### src/rtl/mux_n_pipe.sv
// N-input pipelined mux with a 2-entry (main + skid) output buffer; external select or round-robin.
// Define MUX_SEL_CHECK_EN to add the registered sel_err output for out-of-range selects.
module mux_n_pipe #(
  parameter int WIDTH      = 32,
  parameter int NUM_INPUTS = 32,
  parameter int SEL_W      = 5,
  parameter int ARB_MODE   = 0
) (
  input  logic                        clk,
  input  logic                        rst_n,
  input  logic [NUM_INPUTS*WIDTH-1:0] in_data,
  input  logic [NUM_INPUTS-1:0]       in_valid,
  output logic [NUM_INPUTS-1:0]       in_ready,
  input  logic [SEL_W-1:0]            select,
  output logic [WIDTH-1:0]            out_data,
  output logic [SEL_W-1:0]            out_sel,
  output logic                        out_valid,
`ifdef MUX_SEL_CHECK_EN
  output logic                        sel_err,
`endif
  input  logic                        out_ready
);

  localparam logic [SEL_W:0]   NUM_IN_W = (SEL_W+1)'(NUM_INPUTS);
  localparam logic [SEL_W-1:0] LAST_IDX = SEL_W'(NUM_INPUTS - 1);

  logic             mainValid_q, mainValid_d;
  logic [WIDTH-1:0] mainData_q, mainData_d;
  logic [SEL_W-1:0] mainSel_q, mainSel_d;
  logic             skidValid_q, skidValid_d;
  logic [WIDTH-1:0] skidData_q, skidData_d;
  logic [SEL_W-1:0] skidSel_q, skidSel_d;
  logic             canAccept_q, canAccept_d;
  logic [SEL_W-1:0] ptr_q, ptr_d;

  logic             selInRange;
  logic [SEL_W-1:0] grant;
  logic             grantOk;
  logic [SEL_W-1:0] hiIdx, loIdx;
  logic             hiFound, loFound;
  logic             accept;
  logic [WIDTH-1:0] acceptData;
  logic             pop;

  assign selInRange = ({1'b0, select} < NUM_IN_W);

  // Round-robin: prefer the lowest valid channel at or above ptr, else wrap to the lowest valid one.
  always_comb begin
    grant   = '0;
    grantOk = 1'b0;
    hiIdx   = '0;
    loIdx   = '0;
    hiFound = 1'b0;
    loFound = 1'b0;
    if (ARB_MODE == 1) begin
      for (int i = NUM_INPUTS - 1; i >= 0; i--) begin
        if (in_valid[i]) begin
          loIdx   = i[SEL_W-1:0];
          loFound = 1'b1;
          if (i[SEL_W-1:0] >= ptr_q) begin
            hiIdx   = i[SEL_W-1:0];
            hiFound = 1'b1;
          end
        end
      end
      grant   = hiFound ? hiIdx : loIdx;
      grantOk = loFound;
    end else begin
      grant   = select;
      grantOk = selInRange;
    end
  end

  always_comb begin
    in_ready   = '0;
    acceptData = '0;
    for (int i = 0; i < NUM_INPUTS; i++) begin
      if (i[SEL_W-1:0] == grant) begin
        in_ready[i] = canAccept_q && grantOk;
        acceptData  = in_data[i*WIDTH +: WIDTH];
      end
    end
  end

  assign accept = |(in_valid & in_ready);
  assign pop    = !mainValid_q || out_ready;

  // Skid only fills when main is stalled; main refills from skid first so order is preserved.
  always_comb begin
    mainValid_d = mainValid_q;
    mainData_d  = mainData_q;
    mainSel_d   = mainSel_q;
    skidValid_d = skidValid_q;
    skidData_d  = skidData_q;
    skidSel_d   = skidSel_q;
    ptr_d       = ptr_q;
    if (pop) begin
      if (skidValid_q) begin
        mainValid_d = 1'b1;
        mainData_d  = skidData_q;
        mainSel_d   = skidSel_q;
        skidValid_d = 1'b0;
      end else begin
        mainValid_d = accept;
        if (accept) begin
          mainData_d = acceptData;
          mainSel_d  = grant;
        end
      end
    end else if (accept) begin
      skidValid_d = 1'b1;
      skidData_d  = acceptData;
      skidSel_d   = grant;
    end
    if ((ARB_MODE == 1) && accept) begin
      ptr_d = (grant == LAST_IDX) ? '0 : grant + 1'b1;
    end
    canAccept_d = !skidValid_d;
  end

  always_ff @(posedge clk or negedge rst_n) begin
    if (!rst_n) begin
      mainValid_q <= 1'b0;
      mainData_q  <= '0;
      mainSel_q   <= '0;
      skidValid_q <= 1'b0;
      skidData_q  <= '0;
      skidSel_q   <= '0;
      canAccept_q <= 1'b0;
      ptr_q       <= '0;
    end else begin
      mainValid_q <= mainValid_d;
      mainData_q  <= mainData_d;
      mainSel_q   <= mainSel_d;
      skidValid_q <= skidValid_d;
      skidData_q  <= skidData_d;
      skidSel_q   <= skidSel_d;
      canAccept_q <= canAccept_d;
      ptr_q       <= ptr_d;
    end
  end

  assign out_valid = mainValid_q;
  assign out_data  = mainData_q;
  assign out_sel   = mainSel_q;

`ifdef MUX_SEL_CHECK_EN
  logic selErr_q;

  always_ff @(posedge clk or negedge rst_n) begin
    if (!rst_n) begin
      selErr_q <= 1'b0;
    end else begin
      selErr_q <= (ARB_MODE == 0) && !selInRange && (|in_valid);
    end
  end

  assign sel_err = selErr_q;
`endif

endmodule
### config.mk
export PLATFORM = sky130hd
export DESIGN_NAME = mux_n_pipe
export DESIGN_NICKNAME = d
export VERILOG_FILES = /design/src/rtl/mux_n_pipe.sv
export SDC_FILE = /design/constraint.sdc
export NUM_CORES = 1
export LEC_CHECK = 0
export BUFFER_PORTS_ARGS = -buffer_cell sky130_fd_sc_hd__buf_2
export CAP_MARGIN = 5
export CORE_AREA = 3 3 442 444
export CTS_BUF_LIST = sky130_fd_sc_hd__clkbuf_8
export DETAILED_ROUTE_END_ITERATION = 10
export DIE_AREA = 0 0 445 447
export PLACE_DENSITY = 0.31
export SYNTH_ARGS = -nofsm -noshare
export SYNTH_HDL_FRONTEND = slang
export SYNTH_SLANG_ARGS = --single-unit
### constraint.sdc
create_clock -name clk -period 2.1 [get_ports clk]
set_clock_uncertainty 0.2 [all_clocks]
set_input_delay 0.315 -clock clk [delete_from_list [all_inputs] [get_ports clk]]
set_output_delay 0.315 -clock clk [all_outputs]
set_load 0.1 [all_outputs]
Word level (Yosys, flattened, before mapping)
Cells that the tools add are included.

word-level totals
  register bits after elaboration = 77
  bits of input ports = 1,064
  output and inout bits = 70
  logic and storage cells = 119

operators by class
  equality and inequality tests = 31
  muxes and demuxes = 71
  bitwise operators = 2
  reductions and logical operators = 8

operator list
  cell                                                             number
  32-bit two-way mux                                               34
  5-bit == test (first input constant)                             16
  4-bit by 5-bit == test with 1-bit output (first input constant)  8
  1-bit two-way mux                                                35
  32-bit bitwise AND                                               1
  32-bit OR reduction                                              1
  3-bit by 5-bit == test with 1-bit output (first input constant)  4
  2-bit by 5-bit == test with 1-bit output (first input constant)  2
  5-bit two-way mux                                                2
  1-bit by 5-bit == test with 1-bit output (first input constant)  1
  5-bit zero test                                                  1
  2-bit AND reduction                                              2
  1-bit zero test                                                  2
  2-bit nonzero test                                               1
  1-bit logical OR                                                 1
  1-bit NOT                                                        1

Logic depth before layout (Yosys ltp)
  depth in word-level cells = 35
  gate-level depth with buffers = 13
  mapped depth without buffers = 7

Worst setup path before layout
OpenSTA, ideal clock, no wires.

  path type = input-to-output
  start point = input port select[0]
  end point = output port in_ready[0]
  arrival = 3,468 ps
  setup slack = -1,883 ps
  stages = 7
  buffers on the path = 5
  path through = buf_2 > buf_4 > or2_2 > buf_2 > buf_2 > buf_2 > nor3_1

between the ends
  word-level cells in the longest chain between the ends = 2

RTL lines
  what                RTL line  text
  start: declaration  14        input logic [SEL_W-1:0] select,
  5-bit zero test     78        if (i[SEL_W-1:0] == grant) begin
  1-bit two-way mux   78
  end: declaration    13        output logic [NUM_INPUTS-1:0] in_ready,

Every way passes these cells.

Final worst setup path
  start point = input port select[3]
  end point = register mainData_q[12] (netlist: out_data[12])

between the ends
  word-level cells in the longest chain between the ends = 35

RTL lines
  what                              RTL line  text
  5-bit zero test                   78
  32-bit two-way mux (32 in a row)  78
  32-bit two-way mux                105       if (accept) begin
  32-bit two-way mux                98        if (skidValid_q) begin
  end signal: assignment            133       mainData_q <= mainData_d;
  end: declaration                  28        logic [WIDTH-1:0] mainData_q, mainData_d;

Parallel ways exist; a longest one is shown, timed or not. The select of a mux whose other input is x is not followed.
A chain may end at the register's enable or synchronous reset.

==> flow_summary.json <==
{
  "ys.warnings.count": 0,
  "path_max_fanout": 6,
  "grt_usage_pct": 25.7,
  "syn_to_final_growth_pct": 168,
  "hold_start": "in_data[1009]",
  "post-route-cell-area_um2": 36200,
  "power.density_nw_per_um2": 474,
  "top_usage_layer": "met2",
  "synth_top_area_share_pct": 14.3,
  "synth_ff_type": "dfrtp_1",
  "finalNonFillerCells": 6387,
  "maxCapViolCount": 0,
  "cpMostUsedCell": "buf_12",
  "min_to": "skidData_q[17]$_DFFE_PN0P_",
  "fin_crit_sh_pct": 127,
  "dp_cells": 6103,
  "synth_top_area_cell": "dfrtp_1",
  "outcome": "complete, but fails checks",
  "die_height_um": 447,
  "holdWs_ns": 0.0596,
  "met2_usage_pct": 45.3,
  "synth_mux_area_share_pct": 10.2,
  "drc": 0,
  "met1_usage_pct": 29.9,
  "synth_edf_count": 0,
  "grtUsageMet3_pct": 6.04,
  "wl_um": 268000,
  "whs_path_depth": 3,
  "synth.top_cells.by_area": "dfrtp_1, a21oi_1, o21ai_0",
  "core-area_um2": 192000,
  "final_cell_mix": "buf_2, buf_4, buf_12",
  "rsz0062_at_grt": "yes",
  "vias": 27300,
  "r2r-start": "out_valid$_DFFE_PN0P_",
  "drt_pass1_iterations": 6,
  "r2r_cells": 8,
  "die-width_um": 445,
  "avgSynthCellArea_um2": 7.05,
  "async_reset_ff_share_pct": 100,
  "post-place-ws_ns": -1.85,
  "cp_num_buf_inv": 7,
  "timing.rr.end": "out_data[4]$_DFFE_PN0P_",
  "ys_seq_area_share_pct": 14.3,
  "clkSinkCount": 77,
  "multiInputGateArea_um2": 14000,
  "cpPeakStageDelay_ns": 0.48,
  "synth-adder-area-share_pct": 0,
  "io_pins": 1134,
  "startpoint_type": "input port",
  "wire_per_inst_um": 41.9,
  "grt_max_degree": 31,
  "grt_pass1_vias": 27400,
  "clkLatencyLatePin_ns": 0.41,
  "arrival_ns": 2.77,
  "io_buffers": 1133,
  "setup_slack_ns": -0.576,
  "clk_pin_slew_ns": 0.10,
  "min_period_ns": 2.68,
  "critical_path_depth": 13,
  "crit_type": "in -> reg",
  "cts_tree": "built",
  "hpwl_um": 236000,
  "tns_ns": -39.58,
  "netlist_area_um2": 13500,
  "cp.required_ns": 2.20,
  "peakVddDrop_mv": 0.308,
  "antenna_found_initial": 231,
  "drtIter0Drc": 2198,
  "leakage_nw": 15.8,
  "cts_buffers": 9,
  "slew_headroom_pct": 45.2,
  "dieArea_um2": 199000,
  "endpoint_kind": "flip-flop",
  "yosys.area_share.simple_pct": 26.1,
  "worstMarginPinSlew_ns": 0.819,
  "rrSetupSlack_ns": -0.29,
  "grt-ovfl-total": 0,
  "cts_root_buf": "clkbuf_8",
  "synth_seq_cells": 77,
  "fill_cells": 21800,
  "max_freq_mhz": 374,
  "violations": "setup timing",
  "cts_max_level": 3,
  "slew_violations": 0,
  "finish.utilization_pct": 18.9,
  "layout_commonest_cell": "buf_2",
  "layout-drive-gt1-share_pct": 69.8,
  "grt_pass1_wl_um": 326000,
  "cts.path.max_buffers": 2,
  "synth_top_family_by_area": "compound AO/OA/AOI/OAI gates",
  "hold_violations": 0,
  "seq_area_um2": 1930,
  "fp-row-count": 161,
  "syn_nets": 2978,
  "initial_core_util_pct": 7.03,
  "viasPerCell": 4.27,
  "synth_cell_types": 95,
  "hp-class": "in -> reg",
  "gp_congestion": 0.949,
  "drtAntennaViolNets": 0,
  "cp_slowest_cell": "o211ai_1",
  "synth_xor_area_share_pct": 0,
  "syn_inst": 1914,
  "total_power_mw": 17.2,
  "setup_viol": 108,
  "synth_compound_area_share_pct": 41.8,
  "cpLargestDelayFamily": "buffers and inverters",
  "place_area_um2": 29400,
  "worstPathCellList": "buf_16, buf_12, buf_6, nor3b_4, buf_12, buf_12, nand2_8, buf_4, o211ai_1, o211ai_1, buf_4, a21oi_2, o21ai_1",
  "nets": 4855
}
## worst max-delay path by stage
stage	start	to	slack (ns)
2_1_floorplan	select[2]	in_ready[13]	-0.40
3_5_place_dp	select[2]	out_data[4]$_DFFE_PN0P_	-1.85
6_report	select[3]	out_data[12]$_DFFE_PN0P_	-0.58
4_1_cts	select[1]	skidData_q[4]$_DFFE_PN0P_	-0.58
5_1_grt	select[4]	out_data[14]$_DFFE_PN0P_	-0.57
3_3_place_gp	select[0]	out_data[29]$_DFFE_PN0P_	-2.90
## registers in the layout, summed over array words and instances (netlist names)
name         count
skidSel_q        5
skidData_q      32
out_data        32
out_sel          5
canAccept_q      1
skidValid_q      1
out_valid        1
## synthesized netlist by cell type, types with 18 or more instances
| library cell | number |
|---|---|
| o21ai_1 | 31 |
| nand3_1 | 91 |
| o21ai_0 | 166 |
| o2111ai_1 | 18 |
| nand2_1 | 162 |
| clkbuf_1 | 66 |
| mux4_2 | 22 |
| a22o_1 | 21 |
| a22oi_1 | 59 |
| o211ai_1 | 27 |
| dfrtp_1 | 77 |
| mux2i_1 | 56 |
| o22ai_1 | 80 |
| and3_1 | 38 |
| a211oi_1 | 21 |
| o221ai_1 | 28 |
| nor3_1 | 48 |
| or3_1 | 25 |
| nor2_1 | 152 |
| a21o_1 | 18 |
| mux2_2 | 28 |
| buf_2 | 103 |
| a221oi_1 | 23 |
| a21oi_1 | 176 |
## logic make-up after synthesis
kind of cell           after synthesis
AOI/OAI and AO/OA                  842
buffers and inverters              213
DFF                                 77
muxes                              106
and+or+nand+nor                    676
## repair_timing
item	in CTS	in global routing
setup endpoints to repair	109	109
resized for setup	751	245
endpoints found under the hold margin	76	0
hold buffers	1	0
cloned	26	1
pin swaps	211	165
buffers inserted	165	62
## power breakdown
part / internal [mW] / switching, mW
clock: 0.472 / 0.789
combinational: 4.72 / 8.30
sequential: 2.17 / 0.724
total: 7.36 / 9.81
## routing by layer
layer  routed length (µm)  part of all wire (%)  vias up
met3                17700                   6.6      541
met4                13200                   4.9      116
met2               131000                    49     1500
met5                  812                  0.30        -
met1               105000                    39    13700
li1                     -                     -    11500
## area by class of cell
cell class | instances | area share, %
clock buffers | 9 | 0.342
multi-input cells | 1625 | 38.6
flip-flops and latches | 77 | 5.33
clock inverters | 7 | 0.204
repair buffers | 2065 | 46.2
diodes | 65 | 0.449
well taps | 2526 | 8.73
inverters | 13 | 0.159
## worst register-to-register path: stages (launching register included)
cell	delay, ns
dfrtp_2	0.47
nand2b_1	0.30
o21ai_1	0.38
a21oi_4	0.30
buf_12	0.14
buf_8	0.11
buf_8	0.12
o21ai_1	0.06
a31o_2	0.21
No activity file was read; power rests on OpenSTA's default activity.
